$ cat config.mk
export PLATFORM = sky130hd
export DESIGN_NAME = seq_div_16_8_flat
export DESIGN_NICKNAME = d
export VERILOG_FILES = /design/src/rtl/seq_div_16_8_if.sv /design/src/rtl/seq_div_16_8.sv /design/src/flat_wrapper.sv
export SDC_FILE = /design/constraint.sdc
export NUM_CORES = 1
export LEC_CHECK = 0
export ABC_AREA = 1
export CAP_MARGIN = 20
export CORE_AREA = 2 2 80 82
export DETAILED_ROUTE_END_ITERATION = 7
export DIE_AREA = 0 0 82 84
export PLACE_DENSITY = 0.87
export SKIP_LAST_GASP = 1
export SLEW_MARGIN = 10
export SYNTH_ARGS = -nofsm -noshare
export SYNTH_HDL_FRONTEND = slang
export SYNTH_SLANG_ARGS = --single-unit
$ cat constraint.sdc
create_clock -name clk -period 4.9 [get_ports clk]
set_clock_uncertainty 0.2 [all_clocks]
set_input_delay 0.98 -clock clk [delete_from_list [all_inputs] [get_ports clk]]
set_output_delay 0.98 -clock clk [all_outputs]
set_load 0.02 [all_outputs]
$ cat src/rtl/seq_div_16_8_if.sv
// seq_div_16_8_if: operand/result handshake bundle for the sequential divider.
interface seq_div_16_8_if #(parameter int N = 16, parameter int M = 8);
   logic         in_valid;
   logic         in_ready;
   logic [N-1:0] IN1;
   logic [M-1:0] IN2;
   logic         out_valid;
   logic         out_ready;
   logic [N-1:0] Quo;
   logic [M-1:0] Rem;
   logic         dbz;
   modport master (
      output in_valid, IN1, IN2, out_ready,
      input  in_ready, out_valid, Quo, Rem, dbz
   );
   modport slave (
      input  in_valid, IN1, IN2, out_ready,
      output in_ready, out_valid, Quo, Rem, dbz
   );
endinterface

$ cat src/rtl/seq_div_16_8.sv
// seq_div_16_8: exact restoring divider, N-bit dividend by M-bit divisor,
// one quotient bit per cycle behind valid/ready handshakes.
module seq_div_16_8 #(
   parameter int N = 16,
   parameter int M = 8
) (
   input logic           clk,
   input logic           rst,
   seq_div_16_8_if.slave bus
);
   localparam int CW = $clog2(N + 1);
   localparam logic [1:0] IDLE = 2'd0;
   localparam logic [1:0] RUN  = 2'd1;
   localparam logic [1:0] DONE = 2'd2;
   localparam logic [CW-1:0] LAST = CW'(N - 1);
   logic [1:0]    state;
   logic [M-1:0]  p, d, rem, p_nxt;
   logic [N-1:0]  q, quo, q_nxt;
   logic [CW-1:0] cnt;
   logic [M:0]    t;
   logic          ge, dbz;
   always_comb begin
      t = {p, q[N-1]};
      ge = t >= {1'b0, d};
      // P < D holds after every step, so the difference always fits in M bits
      p_nxt = ge ? M'(t - {1'b0, d}) : t[M-1:0];
      q_nxt = (q << 1) | N'(ge);
   end
   always_ff @(posedge clk or posedge rst)
      if (rst) begin
         state <= IDLE;
         p     <= '0;
         d     <= '0;
         q     <= '0;
         cnt   <= '0;
         quo   <= '0;
         rem   <= '0;
         dbz   <= 1'b0;
      end else if (state == IDLE) begin
         if (bus.in_valid) begin
            if (bus.IN2 != '0) begin
               d     <= bus.IN2;
               q     <= bus.IN1;
               p     <= '0;
               cnt   <= '0;
               state <= RUN;
            end else begin
               quo   <= '1;
               rem   <= bus.IN1[M-1:0];
               dbz   <= 1'b1;
               state <= DONE;
            end
         end
      end else if (state == RUN) begin
         p   <= p_nxt;
         q   <= q_nxt;
         cnt <= cnt + CW'(1);
         if (cnt == LAST) begin
            quo   <= q_nxt;
            rem   <= p_nxt;
            dbz   <= 1'b0;
            state <= DONE;
         end
      end else if (bus.out_ready) state <= IDLE;
   assign bus.in_ready  = state == IDLE;
   assign bus.out_valid = state == DONE;
   assign bus.Quo       = quo;
   assign bus.Rem       = rem;
   assign bus.dbz       = dbz;
endmodule

$ cat src/flat_wrapper.sv
// flat-port wrapper written by rule: the top's interface ports become plain ports
module seq_div_16_8_flat 
#(
   parameter int N = 16,
   parameter int M = 8
)
  (clk, rst, bus_in_valid, bus_IN1, bus_IN2, bus_out_ready, bus_in_ready, bus_out_valid, bus_Quo, bus_Rem, bus_dbz);
  seq_div_16_8_if #(.N(N), .M(M)) bus_i ();
  input logic clk;
  input logic rst;
  input wire logic [$bits(bus_i.in_valid)-1:0] bus_in_valid;
  input wire logic [$bits(bus_i.IN1)-1:0] bus_IN1;
  input wire logic [$bits(bus_i.IN2)-1:0] bus_IN2;
  input wire logic [$bits(bus_i.out_ready)-1:0] bus_out_ready;
  output wire logic [$bits(bus_i.in_ready)-1:0] bus_in_ready;
  output wire logic [$bits(bus_i.out_valid)-1:0] bus_out_valid;
  output wire logic [$bits(bus_i.Quo)-1:0] bus_Quo;
  output wire logic [$bits(bus_i.Rem)-1:0] bus_Rem;
  output wire logic [$bits(bus_i.dbz)-1:0] bus_dbz;
  assign bus_i.in_valid = bus_in_valid;
  assign bus_i.IN1 = bus_IN1;
  assign bus_i.IN2 = bus_IN2;
  assign bus_i.out_ready = bus_out_ready;
  assign bus_in_ready = bus_i.in_ready;
  assign bus_out_valid = bus_i.out_valid;
  assign bus_Quo = bus_i.Quo;
  assign bus_Rem = bus_i.Rem;
  assign bus_dbz = bus_i.dbz;
  seq_div_16_8 #(.N(N), .M(M)) u_core (.clk(clk), .rst(rst), .bus(bus_i));
endmodule
==> out/metrics.csv, run 1 <==
metric;value;unit
grt_max_degree;52;
period_minus_slack;3518;ps
portBuffers;54;
final_nets;530;
status;completed;
ctsResizeCount;0;
max_freq;0.2843;GHz
cts_sinks;64;
grt.overflow.total;0;
startpoint_type;register;
grt_pass1_vias;2996;
drv_slew;0;
cts_tree;done;
drive_gt1_frac;0.07056;
drtAntennaViolNets;0;
core-area;0.006096;mm2
regArea;0.001602;mm2
hold_violations;0;
final.setup.tns;0;ps
htree_levels;3;
tightest_slew;690.2;ps
cap_violations;0;
worstPathMaxFanout;51;
die_w;82;um
slew_headroom;0.5392;
cts_buffers;9;
ys_ff_latch;64;
ys_seq_area_frac;0.4711;
arrival;2340;ps
root_buffer;clkbuf_8;
drt-vias-per-instance;5.520;
syn_area;0.003400;mm2
start_util;0.5577;
syn_inst;440;
syn_nets;479;
cts_hold_buffers;0;
drc;0;
vias;3163;
insertion_delay;350;ps
num_antenna_cells;0;
worstHoldPathType;reg2reg;
die_h;84;um
avgSynthCellArea;7.726;um2
setup_violations;0;
yosys_warnings;0;
timing.final.crit_share;0.7180;
cts_setup_buffers;0;
crit_type;reg2out;
rows;29;
wirelength;8370;um
dr.first_iter.drc_count;345;
dp_hpwl;5848;um
vdd_drop_max;0.0004800;V
ys_types;30;
p_leak;2.149;nW
antenna_found_initial;0;
grt_usage;0.2704;
ctsLongestPathBuffers;2;
drtPass1Iterations;5;
cts.clk_slew.worst_paths;80;ps
fillers;468;
rsz0062_at_grt;false;
ios;55;
drt-wirelength-per-cell;14.61;um
grt_pass1_wl;14120;um
yosys-top-cells-area;dfrtp_1, nand2_1, inv_1, o21ai_0, nor2_1;
multi_input_area;0.001494;mm2
pre_cts_slack;1791;ps
end_kind;primary output;
place_congestion;0.8828;
fp.dieArea;0.006888;mm2
synth.top_cell.area_share;0.4711;
powerDensity;774.7;mW/mm2
required;3720;ps
synth_largest_area_cell;dfrtp_1;
syn2layout_area_growth;24.25;%
fin_ws;1382;ps
==> critical path: stages, from the launching register on <==
cell and delay, ps:
dfrtp_1 450, inv_2 150, nand2_4 300, inv_2 400
clkdlybuf4s50_1 670
==> cell type report <==
type,instances,share of cell area
tap,77,0.02281
multi-input combinational,300,0.3537
sequential,64,0.3791
timing repair buffer,55,0.1297
inverter,61,0.05480
clock buffer,10,0.03258
clock inverter,6,0.02725
==> logic make-up (layout without fill, tap and decap cells) <==
kind of cell	after synthesis	in the layout	synth area share
buffers and inverters	76	132	0.08944
DFF	64	64	0.4711
and+or+nand+nor	218	218	0.2760
AOI/OAI and AO/OA	68	68	0.1130
adders and majority gates	11	11	0.04269
xor gates and xnor gates	3	3	0.007731
==> synth_stat cells <==
cell        n
nand4_1    12
ha_1       10
xnor2_1     1
o21ai_0    34
or2_1       3
nand2_4     1
o32ai_1     1
inv_1      56
o21ai_1     1
clkbuf_1    8
inv_4       1
inv_2       4
nand2_1   123
o211ai_1    8
nor2_2      2
a32o_1      1
buf_4       3
nand3b_4    1
nor3_1      3
xor2_1      2
nand2_2     1
a21oi_1    13
nand3_1    26
buf_2       4
dfrtp_1    64
o21ai_2     1
or2_2       6
a31oi_1     9
fa_1        1
nor2_1     40
==> final timing paths <==
path / depth (start not counted) / to / slack, ps / startpoint
max reg2reg: 10 / u_core.cnt[3]$_DFFE_PP0P_ / 2110 / u_core.state[1]$_DFFE_PP0P_
max: 4 / bus_in_ready / 1380 / u_core.state[1]$_DFFE_PP0P_
min reg2reg: 2 / u_core.bus.Quo[4]$_DFFE_PP0P_ / 290 / u_core.bus.Quo[4]$_DFFE_PP0P_
max in group asynchronous: 3 / u_core.d[5]$_DFFE_PP0P_ / 2770 / rst
min in group asynchronous: 2 / u_core.q[15]$_DFFE_PP0P_ / 850 / rst
min: 2 / u_core.bus.Quo[4]$_DFFE_PP0P_ / 290 / u_core.bus.Quo[4]$_DFFE_PP0P_
==> flip-flops by register name, indices dropped and copies added (netlist names) <==
name            count
u_core.bus.Quo     16
u_core.bus.Rem      8
u_core.bus.dbz      1
u_core.cnt          5
u_core.d            8
u_core.p            8
u_core.q           16
u_core.state        2
==> stage by stage <==
step / instances / instance area [um2] / util / hold slack (ps) / total power (W)
floorplan: 440 / 3400 / - / 245.5 / 0.002149
global placement: 557 / 3971 / 0.6515 / 265.2 / 0.002605
detailed placement: 557 / 3971 / 0.6515 / 273.3 / 0.002663
CTS: 573 / 4224 / 0.6929 / 292.1 / 0.003261
global route: 573 / 4224 / 0.6929 / 314.6 / 0.003552
finish: 573 / 4224 / 0.6929 / 285.3 / 0.003272
==> where the power goes <==
group | switching, W | internal [W]
Combinational | 0.00114 | 0.000647
Sequential | 0.000139 | 0.000772
Clock | 0.000219 | 0.000354
==> cell usage in the layout (no fill, tap or decap), types with 12 or more instances in the layout <==
cell type	instances
a21oi_1	13
nor2_1	40
clkdlybuf4s50_1	54
nand4_1	12
dfrtp_1	64
o21ai_0	34
nand2_1	123
nand3_1	26
inv_1	55
==> per-layer routing <==
layer  GRT usage  vias to the layer above  wire [um]
met5           0                        -          0
met2      0.4272                      138       4027
met4     0.08333                        0        151
li1            -                     1520          -
met3     0.06277                       20        509
met1      0.3682                     1485       3682
No activity file was read; power rests on OpenSTA's default activity.
==> run 2: changes to the inputs <==
- CORE_AREA: 2 2 80 82 -> 2 2 88 90
- DIE_AREA: 0 0 82 84 -> 0 0 90 92
- PLACE_DENSITY: 0.87 -> 0.77
- clock period: 4.9 -> 2.8 ns (I/O delays scaled with it)
==> out/metrics.csv, run 2 (synthesized netlist as in run 1, its figures left out) <==
metric;value;unit;change
vias;3062;;-3.2%
drt-wirelength-per-cell;13.52;um;-7.5%
ios;55;;unchanged
antenna_found_initial;0;;unchanged
tightest_slew;582.9;ps;-107.3 ps
crit_family;buffers and inverters;;
root_buffer;clkbuf_8;;
slew_headroom;0.6100;;+0.07076
final.setup.tns;0;ps;unchanged
r2r-start;u_core.p[2]$_DFFE_PP0P_;;
cp_slowest_cell;clkdlybuf4s50_1;;
insertion_delay;350;ps;about the same
final_common_cell;nand2_1;;
portBuffers;54;;unchanged
max_stage_delay;630;ps;-40 ps
worstPathMaxFanout;6;;-88%
required;2040;ps;-1680 ps
cts_buffers;9;;unchanged
status;completed;;
cp_common_cell;inv_2;;
p_leak;2.169;nW;+0.92%
setup_violations;0;;unchanged
drc;0;;unchanged
cap_violations;0;;unchanged
startpoint;u_core.state[1]$_DFFE_PP0P_;;
fp.dieArea;0.008280;mm2;+20%
worstHoldPathType;in2async;;
dr.first_iter.drc_count;207;;-40%
place_congestion;0.8905;;+0.87%
max_freq;0.4022;GHz;
arrival;1730;ps;-610 ps
syn2layout_area_growth;26.24;%;
path_cells;inv_2 -> nand2_4 -> inv_2 -> clkdlybuf4s50_1;;
grt.overflow.total;0;;unchanged
reg2regPathDepth;11;;+1
wirelength;8150;um;-2.6%
powerDensity;1336;mW/mm2;+73%
cts_hold_buffers;0;;unchanged
drtAntennaViolNets;0;;unchanged
crit_cells;4;;unchanged
rows;32;;+10%
dp_hpwl;5996;um;+2.5%
reg2reg_setup_slack;410;ps;-1700 ps
path_buf_inv;3;;unchanged
vdd_drop_max;0.0009961;V;+110%
period_minus_slack;2486;ps;
start_util;0.4565;;-0.1012
reg2reg_to;u_core.bus.Rem[4]$_DFFE_PP0P_;;
timing.final.crit_share;0.8880;;
final_nets;535;;+0.94%
post_layout_nonfiller_instances;603;;+5.2%
drv_slew;0;;unchanged
core-area;0.007447;mm2;+22%
drive_gt1_frac;0.07984;;+0.009276
ctsLongestPathBuffers;2;;unchanged
grt_pass1_wl;13830;um;-2.1%
die_w;90;um;+9.8%
grt_usage;0.2113;;-0.05915
setup.worst_path.end;bus_in_ready;;
cts_setup_buffers;0;;unchanged
startpoint_type;register;;
grt_max_degree;50;;-3.8%
crit_type;reg2out;;
final_cell_mix;nand2_1, dfrtp_1, inv_1, clkdlybuf4s50_1, nor2_1;;
cts.clk_slew.worst_paths;80;ps;about the same
cts_sinks;64;;unchanged
ctsResizeCount;0;;unchanged
die_h;92;um;+9.5%
drtPass1Iterations;5;;unchanged
num_antenna_cells;0;;unchanged
grt_pass1_vias;2871;;-4.2%
htree_levels;3;;unchanged
hold_violations;0;;unchanged
end_kind;primary output;;
drt-vias-per-instance;5.078;;-8.0%
rsz0062_at_grt;false;;
placedCellCount;587;;+5.4%
cts_tree;done;;
run 2: cell types whose count changed in the layout (fill, tap and decap cells not counted), sizes merged:
| cell | change |
|---|---|
| clkinv | -1 |
| clkinvlp | +1 |
| buf | +5 |
run 2: worst reg2reg max path, cell delays in order (launching register included):
cell and delay [ps]:
dfrtp_1 420, ha_1 360, nand2_1 140, inv_1 50, nand2_1 100, nand2_1 60, nand2_1 50, nand4_1 390
nand3_1 240, nand3_1 140, nand2_1 90, inv_1 40
run 2: power breakdown:
group | internal [W] | switching [W]
Sequential | 0.00135 | 0.000238
Combinational | 0.00118 | 0.00197
Clock | 0.000618 | 0.000380
Total | 0.00315 | 0.00259
run 2: layer usage:
| metal | vias up | global-route usage | wire (um) |
|---|---|---|---|
| met3 | 13 | 0.05423 | 455 |
| met2 | 106 | 0.3315 | 3901 |
| met5 | - | 0 | 0 |
| met4 | 0 | 0.08974 | 163 |
| met1 | 1416 | 0.2796 | 3630 |
| li1 | 1527 | - | - |
run 2: worst min-delay path by stage:
stage	endpoint	from	slack (ps)
6_report	u_core.bus.Quo[9]$_DFFE_PP0P_	rst	220
3_5_place_dp	u_core.bus.Quo[7]$_DFFE_PP0P_	u_core.bus.Quo[7]$_DFFE_PP0P_	270
5_1_grt	u_core.bus.Quo[9]$_DFFE_PP0P_	rst	230
3_3_place_gp	u_core.cnt[2]$_DFFE_PP0P_	u_core.cnt[2]$_DFFE_PP0P_	270
4_1_cts	u_core.bus.Quo[9]$_DFFE_PP0P_	rst	220
2_1_floorplan	u_core.cnt[2]$_DFFE_PP0P_	u_core.cnt[2]$_DFFE_PP0P_	250
run 2: cell type report:
class,instances,area [um2]
Clock buffer,10,137.6
Clock inverter,6,113.9
Fill cell,691,3156
Inverter,61,231.5
Multi-Input combinational cell,300,1494
Sequential cell,64,1602
Tap cell,102,127.6
Timing Repair Buffer,60,585.6
run 2: through the flow:
| step | power (W) | area (um2) | worst slack [ps] | utilization | hold slack (ps) |
|---|---|---|---|---|---|
| finish | 0.005735 | 4292 | 313.6 | 0.5763 | 215.0 |
| detailed placement | 0.004747 | 4040 | 321.5 | 0.5425 | 274.2 |
| global placement | 0.004622 | 4040 | 432.5 | 0.5425 | 266.1 |
| CTS | 0.005754 | 4292 | 304.9 | 0.5763 | 217.6 |
| global route | 0.006240 | 4292 | 180.6 | 0.5763 | 229.0 |
| floorplan | 0.003761 | 3400 | 441.9 | - | 245.5 |
==> run 3: changes to the inputs <==
- CELL_PAD_IN_SITES_DETAIL_PLACEMENT: default -> 0
- CELL_PAD_IN_SITES_GLOBAL_PLACEMENT: default -> 1
- CORE_AREA: 2 2 88 90 -> 2 2 102 104
- DIE_AREA: 0 0 90 92 -> 0 0 104 106
- SLEW_MARGIN: 10 -> default
==> out/metrics.csv, run 3 (synthesized netlist as in run 1, its figures left out) <==
metric;value;unit;change
status;completed;;
setup_violations;0;;unchanged
die_w;104;um;+16%
max_freq;0.4040;GHz;+0.45%
start_util;0.3400;;-0.1165
cts_buffers;9;;unchanged
drtPass1Iterations;4;;-1
final_cell_mix;nand2_1, dfrtp_1, inv_1, clkdlybuf4s50_1, nor2_1;;
grt_pass1_vias;2882;;+0.38%
dpl_cell_area;0.004088;mm2;+1.2%
required;2040;ps;about the same
drv_slew;0;;unchanged
cts.clk_slew.worst_paths;70;ps;about the same
cts_tree;done;;
ctsLongestPathBuffers;2;;unchanged
holdWs;284.6;ps;+69.56 ps
htree_levels;3;;unchanged
end_kind;primary output;;
slew_headroom;0.5991;;-0.01090
num_antenna_cells;0;;unchanged
ios;55;;unchanged
worstHoldPathType;reg2reg;;
p_leak;2.146;nW;-1.1%
insertion_delay;330;ps;-20 ps
drt-wirelength-per-cell;12.76;um;-5.6%
grt_max_degree;50;;unchanged
cp_slowest_cell;clkdlybuf4s50_1;;
path_cells;inv_2 -> nand2_4 -> inv_2 -> clkdlybuf4s50_1;;
dr.first_iter.drc_count;132;;-36%
arrival;1720;ps;about the same
antenna_found_initial;0;;unchanged
final_common_cell;nand2_1;;
final_nets;534;;-0.19%
core-area;0.01000;mm2;+34%
place_congestion;0.8442;;-5.2%
ctsResizeCount;0;;unchanged
timing.final.crit_share;0.8840;;-0.003960
tightest_slew;599.2;ps;+16.30 ps
grt_usage;0.1516;;-0.05972
powerDensity;1278;mW/mm2;-4.4%
placedCellCount;620;;+5.6%
period_minus_slack;2475;ps;-11.09 ps
startpoint;u_core.state[1]$_DFFE_PP0P_;;
die_h;106;um;+15%
dp_hpwl;5842;um;-2.6%
final_cell_area;0.004273;mm2;-0.44%
worstPathMaxFanout;6;;unchanged
grt_pass1_wl;13670;um;-1.1%
cp_common_cell;inv_2;;
drtAntennaViolNets;0;;unchanged
crit_type;reg2out;;
vdd_drop_max;0.0004832;V;-51%
final.setup.tns;0;ps;unchanged
syn2layout_area_growth;25.69;%;
root_buffer;clkbuf_8;;
cts_setup_buffers;0;;unchanged
startpoint_type;register;;
rows;37;;+16%
r2r-start;u_core.p[2]$_DFFE_PP0P_;;
rsz0062_at_grt;false;;
drt-vias-per-instance;4.732;;-6.8%
vias;3005;;-1.9%
hold_violations;0;;unchanged
wirelength;8101;um;-0.60%
fin_util;0.4273;;-0.1490
hold_start;u_core.bus.Quo[7]$_DFFE_PP0P_;;
portBuffers;54;;unchanged
post_layout_nonfiller_instances;635;;+5.3%
drc;0;;unchanged
grt.overflow.total;0;;unchanged
max_stage_delay;620;ps;about the same
cts_hold_buffers;0;;unchanged
fp.dieArea;0.01102;mm2;+33%
cap_violations;0;;unchanged
cts_sinks;64;;unchanged
drive_gt1_frac;0.07415;;-0.005692
[run 3: worst paths after layout]
kind                                                       end  slack (ps)  cells after the start
max in group asynchronous              u_core.d[6]$_DFFE_PP0P_        1410                      3
worst max register to register   u_core.bus.Rem[5]$_DFFE_PP0P_         470                     11
min in group asynchronous       u_core.bus.Quo[10]$_DFFE_PP0P_         390                      2
worst min register to register   u_core.bus.Quo[7]$_DFFE_PP0P_         280                      2
worst min-delay path             u_core.bus.Quo[7]$_DFFE_PP0P_         280                      2
worst max-delay path                              bus_in_ready         320                      4
[run 3: per-stage QoR]
| stage | setup slack [ps] | total power [W] |
|---|---|---|
| global route | 246.6 | 0.005982 |
| floorplan | 441.9 | 0.003761 |
| detailed placement | 393.0 | 0.004723 |
| global placement | 434.3 | 0.004667 |
| finish | 324.7 | 0.005461 |
| CTS | 306.6 | 0.005519 |
[run 3: cell type report]
type / instances / area, um2
Sequential cell: 64 / 1602
Timing Repair Buffer: 59 / 590.6
Fill cell: 1028 / 5727
Tap cell: 136 / 170.2
Inverter: 61 / 231.5
Clock inverter: 5 / 57.56
Clock buffer: 10 / 127.6
Multi-Input combinational cell: 300 / 1494
[run 3: where the power goes]
| part | internal, W | leakage, nW | switching, W |
|---|---|---|---|
| logic | 0.00117 | 1.27 | 0.00194 |
| clock network | 0.000408 | 0.0965 | 0.000360 |
| registers | 0.00135 | 0.784 | 0.000228 |
| total | 0.00293 | 2.15 | 0.00253 |
[run 3: metal layers]
layer | GRT usage | share of wire
met1 | 0.2086 | 0.49
met2 | 0.2350 | 0.46
met3 | 0.03801 | 0.046
met4 | 0.04826 | 0.010
met5 | 0 | 0
[run 3: worst max-delay path, delay by kind of cell (launching register included)]
kind	cells	cell delay, ps
buffers and inverters	3	880
and+or+nand+nor	1	70
DFF	1	440
